[src/rtl/dct_pkg.sv]
`default_nettype none
// ============================================================================
// Module   : dct_pkg
// Brief    : Shared constants and helper functions for the 8-point 1D DCT.
// Revision : 1.0 - initial release
// ============================================================================
package dct_pkg;

    // DCT cosine coefficients, scaled by 2^7
    localparam int C1 = 64;
    localparam int C2 = 60;
    localparam int C3 = 56;
    localparam int C4 = 45;
    localparam int C5 = 36;
    localparam int C6 = 24;
    localparam int C7 = 12;

    function automatic int acc_width(input int in_w);
        return in_w + 11;
    endfunction

    function automatic int lane_lo(input int lane, input int w);
        return lane * w;
    endfunction

    // Coefficient of product j feeding output k (j = 0 in the low byte)
    function automatic int mac_coef(input int k, input int j);
        logic [31:0] row;
        case (k)
            0, 4:    row = {8'(C4), 8'(C4), 8'(C4), 8'(C4)};
            1:       row = {8'(C7), 8'(C5), 8'(C3), 8'(C1)};
            2:       row = {8'd0,   8'd0,   8'(C6), 8'(C2)};
            3:       row = {8'(C5), 8'(C1), 8'(C7), 8'(C3)};
            5:       row = {8'(C3), 8'(C7), 8'(C1), 8'(C5)};
            6:       row = {8'd0,   8'd0,   8'(C2), 8'(C6)};
            default: row = {8'(C1), 8'(C3), 8'(C5), 8'(C7)};
        endcase
        return int'(row[j*8 +: 8]);
    endfunction

    // Term index: 0..3 = s0..s3, 4..7 = d0..d3, 8 = s0-s3, 9 = s1-s2
    function automatic int mac_term(input int k, input int j);
        case (k)
            0, 4:    return j;
            2, 6:    return 8 + (j & 1);
            default: return 4 + j;
        endcase
    endfunction

    function automatic logic mac_neg(input int k, input int j);
        logic [3:0] m;
        case (k)
            3:       m = 4'b1110;
            4:       m = 4'b0110;
            5, 6:    m = 4'b0010;
            7:       m = 4'b1010;
            default: m = 4'b0000;
        endcase
        return m[j];
    endfunction

endpackage
`default_nettype wire

[src/rtl/dct_approx_mult.sv]
`default_nettype none
// ============================================================================
// Module   : dct_approx_mult
// Brief    : Signed constant multiply with optional floor to 2^APPROX_BITS.
// Revision : 1.0 - initial release
// ============================================================================
module dct_approx_mult #(
    parameter int TERM_W      = 10,
    parameter int PROD_W      = 18,
    parameter int COEF        = 64,
    parameter int APPROX_BITS = 6
) (
    input  logic signed [TERM_W-1:0] term,
    input  logic                     approx,
    output logic signed [PROD_W-1:0] prod
);

    localparam logic signed [PROD_W-1:0] c_coef = PROD_W'(COEF);
    localparam logic signed [PROD_W-1:0] c_keep = ~PROD_W'((1 << APPROX_BITS) - 1);

    logic signed [PROD_W-1:0] w_ext;
    logic signed [PROD_W-1:0] w_full;

    assign w_ext  = PROD_W'(term);
    assign w_full = w_ext * c_coef;
    // Masking low bits of a two's-complement value floors toward -inf
    assign prod   = approx ? (w_full & c_keep) : w_full;

endmodule
`default_nettype wire

[src/rtl/dct_1d_pipe.sv]
`default_nettype none
// ============================================================================
// Module   : dct_1d_pipe
// Brief    : 3-stage 8-point forward DCT with valid/ready, rounding, clamping.
// Revision : 1.0 - initial release
// ============================================================================
module dct_1d_pipe
    import dct_pkg::*;
#(
    parameter int IN_W        = 8,
    parameter int OUT_W       = IN_W + 2,
    parameter int SHIFT       = 7,
    parameter int APPROX_BITS = 6,
    parameter int ROUND       = 1,
    parameter int BLOCK_LEN   = 8
) (
    input  logic                 clk,
    input  logic                 rst,
    input  logic                 in_valid,
    output logic                 in_ready,
    input  logic [8*IN_W-1:0]    in_data,
    input  logic                 approx_en,
    output logic                 out_valid,
    input  logic                 out_ready,
    output logic [8*OUT_W-1:0]   out_data,
    output logic                 out_last,
    output logic                 out_sat
);

    localparam int c_term_w = IN_W + 2;
    localparam int c_prod_w = c_term_w + 8;
    localparam int c_acc_w  = acc_width(IN_W);
    localparam int c_rnd_w  = c_acc_w + 1;
    localparam int c_cnt_w  = (BLOCK_LEN > 1) ? $clog2(BLOCK_LEN) : 1;

    localparam logic signed [c_rnd_w-1:0] c_round =
        (ROUND != 0 && SHIFT > 0) ? c_rnd_w'(1 << (SHIFT - 1)) : '0;
    localparam logic signed [c_rnd_w-1:0] c_sat_max = c_rnd_w'((1 << (OUT_W - 1)) - 1);
    localparam logic signed [c_rnd_w-1:0] c_sat_min = ~c_sat_max;
    localparam logic [c_cnt_w-1:0]        c_cnt_end = c_cnt_w'(BLOCK_LEN - 1);

    logic                        w_adv;
    logic signed [IN_W-1:0]      w_x    [8];
    logic signed [IN_W:0]        r_s    [4];
    logic signed [IN_W:0]        r_d    [4];
    logic                        r_s1_valid;
    logic                        r_s1_approx;
    logic signed [c_term_w-1:0]  w_term [10];
    logic signed [c_prod_w-1:0]  w_prod [8][4];
    logic signed [c_acc_w-1:0]   w_ext;
    logic signed [c_acc_w-1:0]   w_acc  [8];
    logic signed [c_acc_w-1:0]   r_acc  [8];
    logic                        r_s2_valid;
    logic signed [c_rnd_w-1:0]   w_rnd;
    logic signed [OUT_W-1:0]     w_lane [8];
    logic                        w_sat;
    logic                        r_out_valid;
    logic [8*OUT_W-1:0]          r_out_data;
    logic                        r_out_sat;
    logic [c_cnt_w-1:0]          r_count;

    // Every stage moves together, so bubbles are preserved
    assign w_adv    = !r_out_valid || out_ready;
    assign in_ready = w_adv && rst;

    always_comb begin
        for (int i = 0; i < 8; i++) begin
            w_x[i] = in_data[lane_lo(i, IN_W) +: IN_W];
        end
    end

    always_comb begin
        for (int i = 0; i < 4; i++) begin
            w_term[i]     = c_term_w'(r_s[i]);
            w_term[4 + i] = c_term_w'(r_d[i]);
        end
        w_term[8] = c_term_w'(r_s[0]) - c_term_w'(r_s[3]);
        w_term[9] = c_term_w'(r_s[1]) - c_term_w'(r_s[2]);
    end

    for (genvar k = 0; k < 8; k++) begin : g_coef
        for (genvar j = 0; j < 4; j++) begin : g_prod
            dct_approx_mult #(
                .TERM_W      (c_term_w),
                .PROD_W      (c_prod_w),
                .COEF        (mac_coef(k, j)),
                .APPROX_BITS (APPROX_BITS)
            ) u_mult (
                .term   (w_term[mac_term(k, j)]),
                .approx (r_s1_approx),
                .prod   (w_prod[k][j])
            );
        end
    end

    always_comb begin
        w_ext = '0;
        for (int k = 0; k < 8; k++) begin
            w_acc[k] = '0;
            for (int j = 0; j < 4; j++) begin
                w_ext    = c_acc_w'(w_prod[k][j]);
                w_acc[k] = mac_neg(k, j) ? (w_acc[k] - w_ext) : (w_acc[k] + w_ext);
            end
        end
    end

    // One extra bit keeps the rounding add from wrapping before the shift
    always_comb begin
        w_rnd = '0;
        w_sat = 1'b0;
        for (int k = 0; k < 8; k++) begin
            w_rnd = (c_rnd_w'(r_acc[k]) + c_round) >>> SHIFT;
            if (w_rnd > c_sat_max) begin
                w_lane[k] = c_sat_max[OUT_W-1:0];
                w_sat     = 1'b1;
            end else if (w_rnd < c_sat_min) begin
                w_lane[k] = c_sat_min[OUT_W-1:0];
                w_sat     = 1'b1;
            end else begin
                w_lane[k] = w_rnd[OUT_W-1:0];
            end
        end
    end

    always_ff @(posedge clk) begin
        if (!rst) begin
            r_s1_valid  <= 1'b0;
            r_s1_approx <= 1'b0;
            r_s2_valid  <= 1'b0;
            r_out_valid <= 1'b0;
            r_out_data  <= '0;
            r_out_sat   <= 1'b0;
            r_count     <= '0;
            for (int i = 0; i < 4; i++) begin
                r_s[i] <= '0;
                r_d[i] <= '0;
            end
            for (int k = 0; k < 8; k++) begin
                r_acc[k] <= '0;
            end
        end else begin
            if (w_adv) begin
                r_s1_valid  <= in_valid;
                r_s1_approx <= approx_en;
                for (int i = 0; i < 4; i++) begin
                    r_s[i] <= (IN_W + 1)'(w_x[i]) + (IN_W + 1)'(w_x[7 - i]);
                    r_d[i] <= (IN_W + 1)'(w_x[i]) - (IN_W + 1)'(w_x[7 - i]);
                end
                r_s2_valid <= r_s1_valid;
                for (int k = 0; k < 8; k++) begin
                    r_acc[k] <= w_acc[k];
                end
                r_out_valid <= r_s2_valid;
                if (r_s2_valid) begin
                    for (int k = 0; k < 8; k++) begin
                        r_out_data[lane_lo(k, OUT_W) +: OUT_W] <= w_lane[k];
                    end
                    r_out_sat <= w_sat;
                end
            end
            if (r_out_valid && out_ready) begin
                r_count <= (r_count == c_cnt_end) ? '0 : r_count + c_cnt_w'(1);
            end
        end
    end

    assign out_valid = r_out_valid;
    assign out_data  = r_out_data;
    assign out_sat   = r_out_sat;
    assign out_last  = r_out_valid && (r_count == c_cnt_end);

endmodule
`default_nettype wire

[config.mk]
export PLATFORM = sky130hd
export DESIGN_NAME = dct_1d_pipe
export DESIGN_NICKNAME = d
export VERILOG_FILES = /design/src/rtl/dct_pkg.sv /design/src/rtl/dct_approx_mult.sv /design/src/rtl/dct_1d_pipe.sv
export SDC_FILE = /design/constraint.sdc
export NUM_CORES = 2
export LEC_CHECK = 0
export BUFFER_PORTS_ARGS = -buffer_cell sky130_fd_sc_hd__buf_2
export CAP_MARGIN = 20
export CORE_ASPECT_RATIO = 0.75
export CORE_MARGIN = 8
export CORE_UTILIZATION = 45
export CTS_CLUSTER_SIZE = 25
export DETAILED_ROUTE_END_ITERATION = 10
export PLACE_DENSITY = 0.64
export SYNTH_ARGS = -nofsm -noshare
export SYNTH_HDL_FRONTEND = slang
export SYNTH_SLANG_ARGS = --single-unit
[constraint.sdc]
create_clock -name clk -period 7.3 [get_ports clk]
set_input_delay 1.46 -clock clk [delete_from_list [all_inputs] [get_ports clk]]
set_output_delay 1.46 -clock clk [all_outputs]
set_load 0.02 [all_outputs]
==> metrics.log <==
[metrics] result of the run: completed
[metrics] maximum fanout along the worst path: 4
[metrics] clock root buffer master: clkbuf_16
[metrics] maxcap violations: 0
[metrics] kind of end point of the critical path: flip-flop
[metrics] share of flip-flops with an asynchronous set or reset after synthesis: 0%
[metrics] Multi-input gate area: 25900 um^2
[metrics] remaining routing DRC violations: 0
[metrics] top cells by area, synth: ha_1 20%, fa_1 16%, edfxtp_1 14%
[metrics] HPWL Detailed: 82700 um
[metrics] synthesized net count: 4971
[metrics] CP Data Required Time: 7.63 ns
[metrics] nature of the critical path startpoint: flip-flop
[metrics] number of global-route vias before repair: 26100
[metrics] drt initial violations: 2162
[metrics] routed vias: 27600
[metrics] clock sink count: 258
[metrics] Port Buf Inserts: 152
[metrics] routed wire length: 96600 um
[metrics] class of the worst hold path: flip-flop to flip-flop
[metrics] Filler cells: 7478
[metrics] final antenna-violating net count: 0
[metrics] flops & latches, synth: 258
[metrics] # resized after CTS: 0
[metrics] Post-synth EDFFs: 170
[metrics] initial antenna violation count: 7
[metrics] latest clock arrival within the worst-skew pair: 0.61 ns
[metrics] maximum number of pins on one net before global-route repair: 87
[metrics] final critical-path share of the clock period: 95.0%
[metrics] clock period minus worst slack: 6.94 ns
[metrics] final-report hold violation count: 0
[metrics] Worst Setup Path Type: flip-flop to flip-flop
[metrics] Warnings, synthesis: 0
[metrics] Avg Synthesized Cell Area: 8.88 um^2
[metrics] Cell Rows: 89
[metrics] Die X: 342 um
[metrics] clock tree from TritonCTS: built
[metrics] core box area: 78700 um^2
[metrics] RSZ-0062 raised after global routing: no
[metrics] hold slack: 0.446 ns
[metrics] Die H: 260 um
[metrics] predominant post-synthesis flop cell: edfxtp_1
[metrics] Critical Path AT: 7.26 ns
[metrics] Layout Nets: 5122
[metrics] fraction of layout instances using a drive strength above 1: 7.08%
[metrics] ratio of routed vias to standard cells: 5.25
[metrics] post-CTS clock slew at the launch and capture registers of the worst setup and hold paths: 0.06 ns
[metrics] Setup Fix Bufs, Post-CTS: 0
[metrics] number of clock buffers inserted by TritonCTS: 28
[metrics] Top Ports: 153
[metrics] FF/Latch Area: 6870 um^2
[metrics] Worst-Margin Slew: 1.13 ns
[metrics] fmax: 144 MHz
[metrics] CTS hold repair buffers: 0
[metrics] Max transition margin: 23.5%
[metrics] H-Tree Level Count: 1
[metrics] largest area contributor in the netlist: ha_1
[metrics] most numerous cell types in the synthesized netlist: 765 x inv_1, 575 x ha_1, 325 x nor2_1
[metrics] number of buffers on the longest clock path: 3
[metrics] most frequently used cell type in the post-synthesis netlist: inv_1
[metrics] starting utilization of the core area: 45.5%
[metrics] wire length of the first global-routing pass: 150000 um
[metrics] Final setup viols: 0
[metrics] routability congestion estimate from global placement: 0.942
[metrics] all-layer global routing usage: 21.3%
[metrics] share of the synthesized area in the top cell type: 20.1%
[metrics] final-layout setup total negative slack: 0 ns
[metrics] Detailed Routing Iterations Pass 1: 5
[metrics] gate count after technology mapping: 4037
[metrics] part of the Yosys area used for sequential elements: 19.2%
[metrics] area growth from synthesis to layout: 8.52%
[metrics] Routed wire per std cell: 18.4 um
[metrics] number of different library cells in the post-synthesis netlist: 85
[metrics] skew final: 0.0264 ns
[metrics] die area: 89000 um^2
[metrics] count of final max-slew check failures: 0
[metrics] Post-Syn Area: 35800 um^2
[metrics] Remaining Overflow, GRT: 0
-- area by class of cell --
cell class / instances / area share [%]
Tap cell: 1046 / 3.36
Inverter: 767 / 7.41
Timing Repair Buffer: 186 / 2.64
Clock inverter: 14 / 0.351
Sequential cell: 258 / 17.7
Antenna cell: 1 / 0.00643
Clock buffer: 38 / 2.09
Multi-Input combinational cell: 2947 / 66.5
-- logic make-up after synthesis --
logic type | count (synthesis) | synth area share [%]
xor+xnor | 360 | 8.91
buf+inv | 832 | 8.74
compound gates | 749 | 13.2
simple gates | 952 | 13.1
fa+ha+maj | 868 | 36.4
mux | 18 | 0.510
flops | 258 | 19.2
-- through the flow --
stage               cell area [um^2]  setup slack, ns  util [%]  instances
floorplan                      35800            0.842         -       4037
global placement               37900            0.393      48.2       5202
detailed placement             37900            0.389      48.2       5202
CTS                            38900            0.323      49.4       5254
global route                   38900           0.0157      49.4       5256
finish                         38900            0.363      49.4       5257
-- per-layer routing --
metal	global-route usage [%]	vias to the layer above	wire length, um
li1	-	13800	-
met1	33.4	13000	50200
met2	28.1	797	34900
met3	6.91	77	9950
met4	2.82	12	1250
met5	1.15	-	203
-- state kept, by name, summed over array words and instances (netlist names), 3 cells and up --
name / flops
out_data: 80
r_acc: 102
r_d: 32
r_count: 3
r_s: 36
-- path summary, 6_finish.rpt --
| check | from | to | slack [ns] | cells after the start |
|---|---|---|---|---|
| worst min register to register | out_data[19] | out_data[19] | 0.45 | 2 |
| worst min-delay path | out_data[19] | out_data[19] | 0.45 | 2 |
| worst max register to register | r_s[2][4] | r_acc[1][17] | 0.36 | 25 |
| worst max-delay path | r_s[2][4] | r_acc[1][17] | 0.36 | 25 |
-- cell usage in the layout, fill, tap and decap left out, drive strengths merged, types with 21 or more instances in the layout --
cell type and count:
inv 769, ha 575, nor2 325, fa 290, a21oi 240, xnor2 231
o21ai 207, buf 185, edfxtp 170, nand2 139, xor2 126, nor2b 89
dfxtp 88, nand2b 82, nor3 81, nand3 70, a21o 54, clkbuf 39
or3 34, o221a 34, and3 33, o21a 29, nand4 28, a21boi 28
o211ai 21
-- worst max-delay path, cell delays in order, from the launching register on --
cell	delay, ns
edfxtp_1	0.41
ha_1	0.30
ha_1	0.28
inv_1	0.05
fa_1	0.51
fa_1	0.52
inv_1	0.04
ha_1	0.32
inv_1	0.06
o21ai_0	0.11
a2111oi_1	0.52
nor2_1	0.13
xnor2_1	0.14
buf_4	0.15
fa_1	0.51
fa_1	0.55
inv_1	0.04
ha_1	0.34
a21o_1	0.20
a21o_1	0.19
a2111oi_0	0.48
buf_4	0.20
o31ai_1	0.12
a21oi_1	0.24
xor2_1	0.18
nor2_1	0.05
Power is not shown: default switching activity piles up to over one toggle a cycle in this logic, so the estimate is an artifact.
